[config.mk]
export PLATFORM = sky130hd
export DESIGN_NAME = i2c_tx_sequencer_flat
export DESIGN_NICKNAME = d
export VERILOG_FILES = /design/src/rtl/i2c_tx_sequencer_if.sv /design/src/rtl/i2c_tx_sequencer.sv /design/src/flat_wrapper.sv
export SDC_FILE = /design/constraint.sdc
export NUM_CORES = 1
export LEC_CHECK = 0
export BUFFER_PORTS_ARGS = -buffer_cell sky130_fd_sc_hd__buf_2
export CORE_UTILIZATION = 50
export CTS_CLUSTER_DIAMETER = 150
export DETAILED_ROUTE_END_ITERATION = 8
export PLACE_DENSITY = 0.69
export SLEW_MARGIN = 20
export SYNTH_ARGS = -nofsm -noshare
export SYNTH_HDL_FRONTEND = slang
export SYNTH_SLANG_ARGS = --single-unit
export TNS_END_PERCENT = 5
[constraint.sdc]
create_clock -name clk -period 5.5 [get_ports clk]
set_clock_uncertainty 0.05 [all_clocks]
set_input_delay 0.275 -clock clk [delete_from_list [all_inputs] [get_ports clk]]
set_output_delay 0.275 -clock clk [all_outputs]
set_load 0.01 [all_outputs]
[src/rtl/i2c_tx_sequencer_if.sv]
// Handshake bundle between the byte loader, the transmit sequencer and the I2C byte shifter.
// The master side loads bytes and drives the shifter responses; the slave side is the sequencer.
interface i2c_tx_sequencer_if #(
    parameter int DEPTH = 8,
    parameter int WIDTH = 8
);
    localparam int CW = $clog2(DEPTH) + 1;

    logic [WIDTH-1:0] wr_data;
    logic             wr_valid;
    logic             wr_ready;
    logic             start;
    logic [WIDTH-1:0] byte_data;
    logic             byte_valid;
    logic             byte_ack;
    logic             nack;
    logic             busy;
    logic             done;
    logic             abort_err;
    logic [CW-1:0]    count;

    modport master (
        output wr_data, wr_valid, start, byte_ack, nack,
        input  wr_ready, byte_data, byte_valid, busy, done, abort_err, count
    );

    modport slave (
        input  wr_data, wr_valid, start, byte_ack, nack,
        output wr_ready, byte_data, byte_valid, busy, done, abort_err, count
    );
endinterface

[src/rtl/i2c_tx_sequencer.sv]
// Buffers up to DEPTH bytes and feeds them one at a time to an I2C byte shifter,
// finishing early with abort_err when the slave NACKs.
module i2c_tx_sequencer #(
    parameter int DEPTH = 8,
    parameter int WIDTH = 8
) (
    input  logic              clk,
    input  logic              rst,
    i2c_tx_sequencer_if.slave bus
);
    localparam int CW = $clog2(DEPTH) + 1;
    localparam int AW = (DEPTH > 1) ? $clog2(DEPTH) : 1;

    typedef enum logic [1:0] {
        IDLE = 2'b00,
        SEND = 2'b01,
        DONE = 2'b10
    } state_t;

    state_t           state_r;
    state_t           state_s;
    logic [WIDTH-1:0] mem_r [DEPTH];
    logic [CW-1:0]    count_r;
    logic [AW-1:0]    rd_idx_r;
    logic             abort_err_r;

    logic             wr_ready_s;
    logic             wr_fire_s;
    logic [CW-1:0]    count_post_s;
    logic             last_s;
    logic             start_acc_s;
    logic             busy_s;
    logic             done_s;
    logic             byte_valid_s;
    logic [WIDTH-1:0] byte_data_s;

    assign wr_ready_s   = (state_r == IDLE) && (count_r < CW'(DEPTH));
    assign wr_fire_s    = bus.wr_valid && wr_ready_s;
    // A write accepted alongside start already counts toward the transfer length.
    assign count_post_s = count_r + {{(CW-1){1'b0}}, wr_fire_s};
    assign last_s       = (CW'(rd_idx_r) == (count_r - CW'(1'b1)));

    // State register.
    always_ff @(posedge clk) begin
        if (rst) begin
            state_r <= IDLE;
        end else begin
            state_r <= state_s;
        end
    end

    // Next-state and output decode; outputs depend only on registered state.
    always_comb begin
        state_s      = state_r;
        start_acc_s  = 1'b0;
        busy_s       = (state_r != IDLE);
        done_s       = 1'b0;
        byte_valid_s = 1'b0;
        byte_data_s  = {WIDTH{1'b0}};
        case (state_r)
            IDLE: begin
                if (bus.start && (count_post_s != {CW{1'b0}})) begin
                    state_s     = SEND;
                    start_acc_s = 1'b1;
                end else begin
                    state_s = IDLE;
                end
            end
            SEND: begin
                byte_valid_s = 1'b1;
                byte_data_s  = mem_r[rd_idx_r];
                if (bus.nack) begin
                    state_s = DONE;
                end else if (bus.byte_ack && last_s) begin
                    state_s = DONE;
                end else begin
                    state_s = SEND;
                end
            end
            DONE: begin
                done_s  = 1'b1;
                state_s = IDLE;
            end
            default: begin
                state_s = IDLE;
            end
        endcase
    end

    // Byte storage; contents survive reset and are only ever overwritten.
    always_ff @(posedge clk) begin
        if (!rst && wr_fire_s) begin
            mem_r[count_r[AW-1:0]] <= bus.wr_data;
        end
    end

    // Fill level, read pointer and sticky NACK flag.
    always_ff @(posedge clk) begin
        if (rst) begin
            count_r     <= {CW{1'b0}};
            rd_idx_r    <= {AW{1'b0}};
            abort_err_r <= 1'b0;
        end else begin
            case (state_r)
                IDLE: begin
                    count_r  <= count_post_s;
                    rd_idx_r <= {AW{1'b0}};
                    if (start_acc_s) begin
                        abort_err_r <= 1'b0;
                    end else begin
                        abort_err_r <= abort_err_r;
                    end
                end
                SEND: begin
                    if (bus.nack) begin
                        abort_err_r <= 1'b1;
                    end else if (bus.byte_ack && !last_s) begin
                        rd_idx_r <= rd_idx_r + AW'(1'b1);
                    end else begin
                        rd_idx_r <= rd_idx_r;
                    end
                end
                DONE: begin
                    count_r  <= {CW{1'b0}};
                    rd_idx_r <= {AW{1'b0}};
                end
                default: begin
                    count_r  <= {CW{1'b0}};
                    rd_idx_r <= {AW{1'b0}};
                end
            endcase
        end
    end

    assign bus.wr_ready   = wr_ready_s;
    assign bus.byte_data  = byte_data_s;
    assign bus.byte_valid = byte_valid_s;
    assign bus.busy       = busy_s;
    assign bus.done       = done_s;
    assign bus.abort_err  = abort_err_r;
    assign bus.count      = count_r;
endmodule

[src/flat_wrapper.sv]
// flat-port wrapper written by rule: the top's interface ports become plain ports
module i2c_tx_sequencer_flat 
#(
    parameter int DEPTH = 8,
    parameter int WIDTH = 8
)
  (clk, rst, bus_wr_data, bus_wr_valid, bus_start, bus_byte_ack, bus_nack, bus_wr_ready, bus_byte_data, bus_byte_valid, bus_busy, bus_done, bus_abort_err, bus_count);
  i2c_tx_sequencer_if #(.DEPTH(DEPTH), .WIDTH(WIDTH)) bus_i ();
  input  logic clk;
  input  logic rst;
  input wire logic [$bits(bus_i.wr_data)-1:0] bus_wr_data;
  input wire logic [$bits(bus_i.wr_valid)-1:0] bus_wr_valid;
  input wire logic [$bits(bus_i.start)-1:0] bus_start;
  input wire logic [$bits(bus_i.byte_ack)-1:0] bus_byte_ack;
  input wire logic [$bits(bus_i.nack)-1:0] bus_nack;
  output wire logic [$bits(bus_i.wr_ready)-1:0] bus_wr_ready;
  output wire logic [$bits(bus_i.byte_data)-1:0] bus_byte_data;
  output wire logic [$bits(bus_i.byte_valid)-1:0] bus_byte_valid;
  output wire logic [$bits(bus_i.busy)-1:0] bus_busy;
  output wire logic [$bits(bus_i.done)-1:0] bus_done;
  output wire logic [$bits(bus_i.abort_err)-1:0] bus_abort_err;
  output wire logic [$bits(bus_i.count)-1:0] bus_count;
  assign bus_i.wr_data = bus_wr_data;
  assign bus_i.wr_valid = bus_wr_valid;
  assign bus_i.start = bus_start;
  assign bus_i.byte_ack = bus_byte_ack;
  assign bus_i.nack = bus_nack;
  assign bus_wr_ready = bus_i.wr_ready;
  assign bus_byte_data = bus_i.byte_data;
  assign bus_byte_valid = bus_i.byte_valid;
  assign bus_busy = bus_i.busy;
  assign bus_done = bus_i.done;
  assign bus_abort_err = bus_i.abort_err;
  assign bus_count = bus_i.count;
  i2c_tx_sequencer #(.DEPTH(DEPTH), .WIDTH(WIDTH)) u_core (.clk(clk), .rst(rst), .bus(bus_i));
endmodule
==> summary.md <==
| Metric | Value |
|---|---|
| Post-synthesis cell area | 3250 µm² |
| I/O pins | 31 |
| Total area of sequential cells | 2180 µm² |
| Outcome | complete, no violations |
| Tcrit/Tclk final | 43.1% |
| Reg clk slew, reported paths | 0.08 ns |
| Inserted Clock Buffers | 9 |
| Pre-antenna DRT Iters | 4 |
| GRT Residual Overflow | 0 |
| Commonest cells after routing, fill and taps aside | edfxtp_1, buf_2, nor2_1 |
| Worst Tran Pin Value | 0.998 ns |
| Max-slew violations | 0 |
| Max clock buf depth | 2 |
| Post-DP HPWL | 3.74 mm |
| Drt total wl | 5.78 mm |
| Multi-input gate area | 991 µm² |
| Core box area | 6310 µm² |
| Nets@finish | 252 |
| Initial antenna violation count | 0 |
| PnR worst setup slack | 3.13 ns |
| Reg2reg setup slack | 3.13 ns |
| Hold WC Path Type | in2reg |
| Ratio of cells with drive above 1 in the final layout | 29.3% |
| Power per cell area | 399 nW/µm² |
| Async set-reset flop share out of synthesis | 0% |
| Num rows | 29 |
| Yosys reg bits | 77 |
| # diodes | 0 |
| # Max-Cap Violations | 0 |
| Power share of the sequential group | 47.8% |
| Comb power frac | 18.8% |
| Synth Net Count | 220 |
| Antenna Nets Post-Route | 0 |
| Post-synthesis instance total | 202 |
| Final setup violating endpoints | 0 |
| CP Launch Type | flip-flop |
| Final Hold Viols | 0 |
| Starting Density | 51.5% |
| Slowest stage cell, crit path | nor2_1 |
| RSZ-0062 raised after global routing | no |
| Clock Sinks | 77 |
| Root buf cell | clkbuf_8 |
| Commonest non-fill, non-tap cell in the layout | edfxtp_1 |
| Non-filler instance count after layout | 316 |
| Gates resized, CTS repair | 0 |
| Iteration-0 DRC Markers | 103 |
| Detailed-route wire length per cell | 18.3 µm |
| Synth warn | 0 |
| Clock network power share | 33.4% |
| CP Class | reg2reg |
| Peak supply drop | 0.188 mV |
| Die width | 82.6 µm |
| Net Switching | 386 µW |
| Final core occ | 58.4% |
| Total Neg Setup Slack | 0 ns |
| Place WS | 2.95 ns |
| Worst-path cell chain | or2_2 > nor3_1 > nand3_1 > nor2_1 |
| Placed insts | 300 |
| Cell-internal power | 1090 µW |
| Area Overhead vs Synth | 13.5% |
| Tmin final | 2.37 ns |
| Max FO, Critical Path | 8 |
| Fill cells | 482 |
| Postcts setup bufs | 0 |
| Routed vias/inst | 5.57 |
| Crit path capture type | flip-flop |
| Pin count of the biggest net entering global routing | 17 |
| Cts hold-fix bufs | 0 |
| Die height | 82.6 µm |
| All-Layer GR Usage | 19.2% |
| Static Leak | 0.00130 µW |
| Synth cell types | 39 |
| Vias in the first global route | 1695 |
| CP required | 5.42 ns |
| CTS tree | built |
| Sequential share of the synthesized area | 67.2% |
| Global-route wire length before repair | 8.79 mm |
| Fmax achieved | 0.422 GHz |
| Max_slew headroom | 33.2% |
| Post-synth EDFFs | 64 |
| Buffers on Ports | 30 |
| Worst hold slack | 0.142 ns |
| Die area | 6830 µm² |
| Mean Syn Cell Area | 16.1 µm² |
| Switching Fraction | 26.2% |
| Vias | 1761 |
| Critical Path AT | 2.29 ns |
| Ys flop type | edfxtp_1 |
| Routability cong. | 0.796 |
| Worst skew pair latency | 0.35 ns |
| DRC Markers | 0 |
| Slowest stage delay, CP | 0.82 ns |
| CTS H-Tree Depth | 3 |
## power by group through the flow
stage	Clock (µW)	Sequential (µW)	Combinational, µW
6_report	492	703	277
5_1_grt	522	709	309
4_1_cts	499	702	282
3_5_place_dp	0	715	278
3_3_place_gp	0	714	274
2_1_floorplan	0	700	214
## layer usage
metal / track usage (%) / share of wire [%]
met1: 24.3 / 44
met2: 30.6 / 49
met3: 4.29 / 4.1
met4: 10.9 / 2.4
met5: 0 / 0
## cells in the mapped netlist (2+ instances only)
cell type	number	area, µm²
a31oi_1	2	12.5
and2_1	2	12.5
buf_1	2	7.51
buf_2	3	15.0
buf_4	2	15.0
clkbuf_1	2	7.51
dfxtp_1	13	260
edfxtp_1	64	1920
ha_1	4	50.1
inv_1	8	30.0
mux2i_1	14	140
mux4_2	16	360
nand2_1	10	37.5
nand3_1	2	10.0
nor2_1	24	90.1
nor2b_1	3	18.8
nor3_1	4	20.0
or3_1	2	12.5
xnor2_1	2	17.5
xor2_1	4	35.0
## final cells by class
type | instances | area share (%)
Sequential cell | 77 | 59.2
Tap cell | 77 | 2.61
Clock buffer | 11 | 3.56
Inverter | 8 | 0.814
Clock inverter | 5 | 2.68
Multi-Input combinational cell | 107 | 26.9
Timing Repair Buffer | 31 | 4.28
## per-stage QoR
step                area, µm²  total power, µW
floorplan                3250              913
global placement         3450              988
detailed placement       3450              994
CTS                      3680             1480
global route             3690             1540
finish                   3690             1470
## cells by family (layout without fill, tap and decap cells)
| kind of cell | Yosys count | count (layout) | share of synthesized area, % |
|---|---|---|---|
| simple gates | 53 | 53 | 7.86 |
| buf+inv | 18 | 55 | 2.66 |
| xor+xnor | 6 | 6 | 1.62 |
| flops | 77 | 77 | 67.2 |
| fa+ha+maj | 4 | 4 | 1.54 |
| compound gates | 14 | 14 | 3.77 |
| mux | 30 | 30 | 15.4 |
## final timing paths
kind	start	to	cells after the start
worst max-delay path	u_core.state_r[1]	u_core.mem_r[5][2]	4
worst min-delay path	bus_nack	u_core.state_r[1]	3
worst max register to register	u_core.state_r[1]	u_core.mem_r[5][2]	4
worst min register to register	u_core.rd_idx_r[2]	flip-flop	2
## worst max-delay path: cells and delay by family, from the launching register on
| kind | cells | cell delay [ns] |
|---|---|---|
| AND/OR/NAND/NOR | 4 | 1.59 |
| flip-flops | 1 | 0.34 |
## state kept, by name, summed over array words and instances (netlist names), named ones only
signal and cells:
u_core.bus.count 4, u_core.mem_r 64, u_core.state_r 2, u_core.bus.abort_err 1
u_core.rd_idx_r 3
Note: power is estimated with default switching activity, not from simulation.
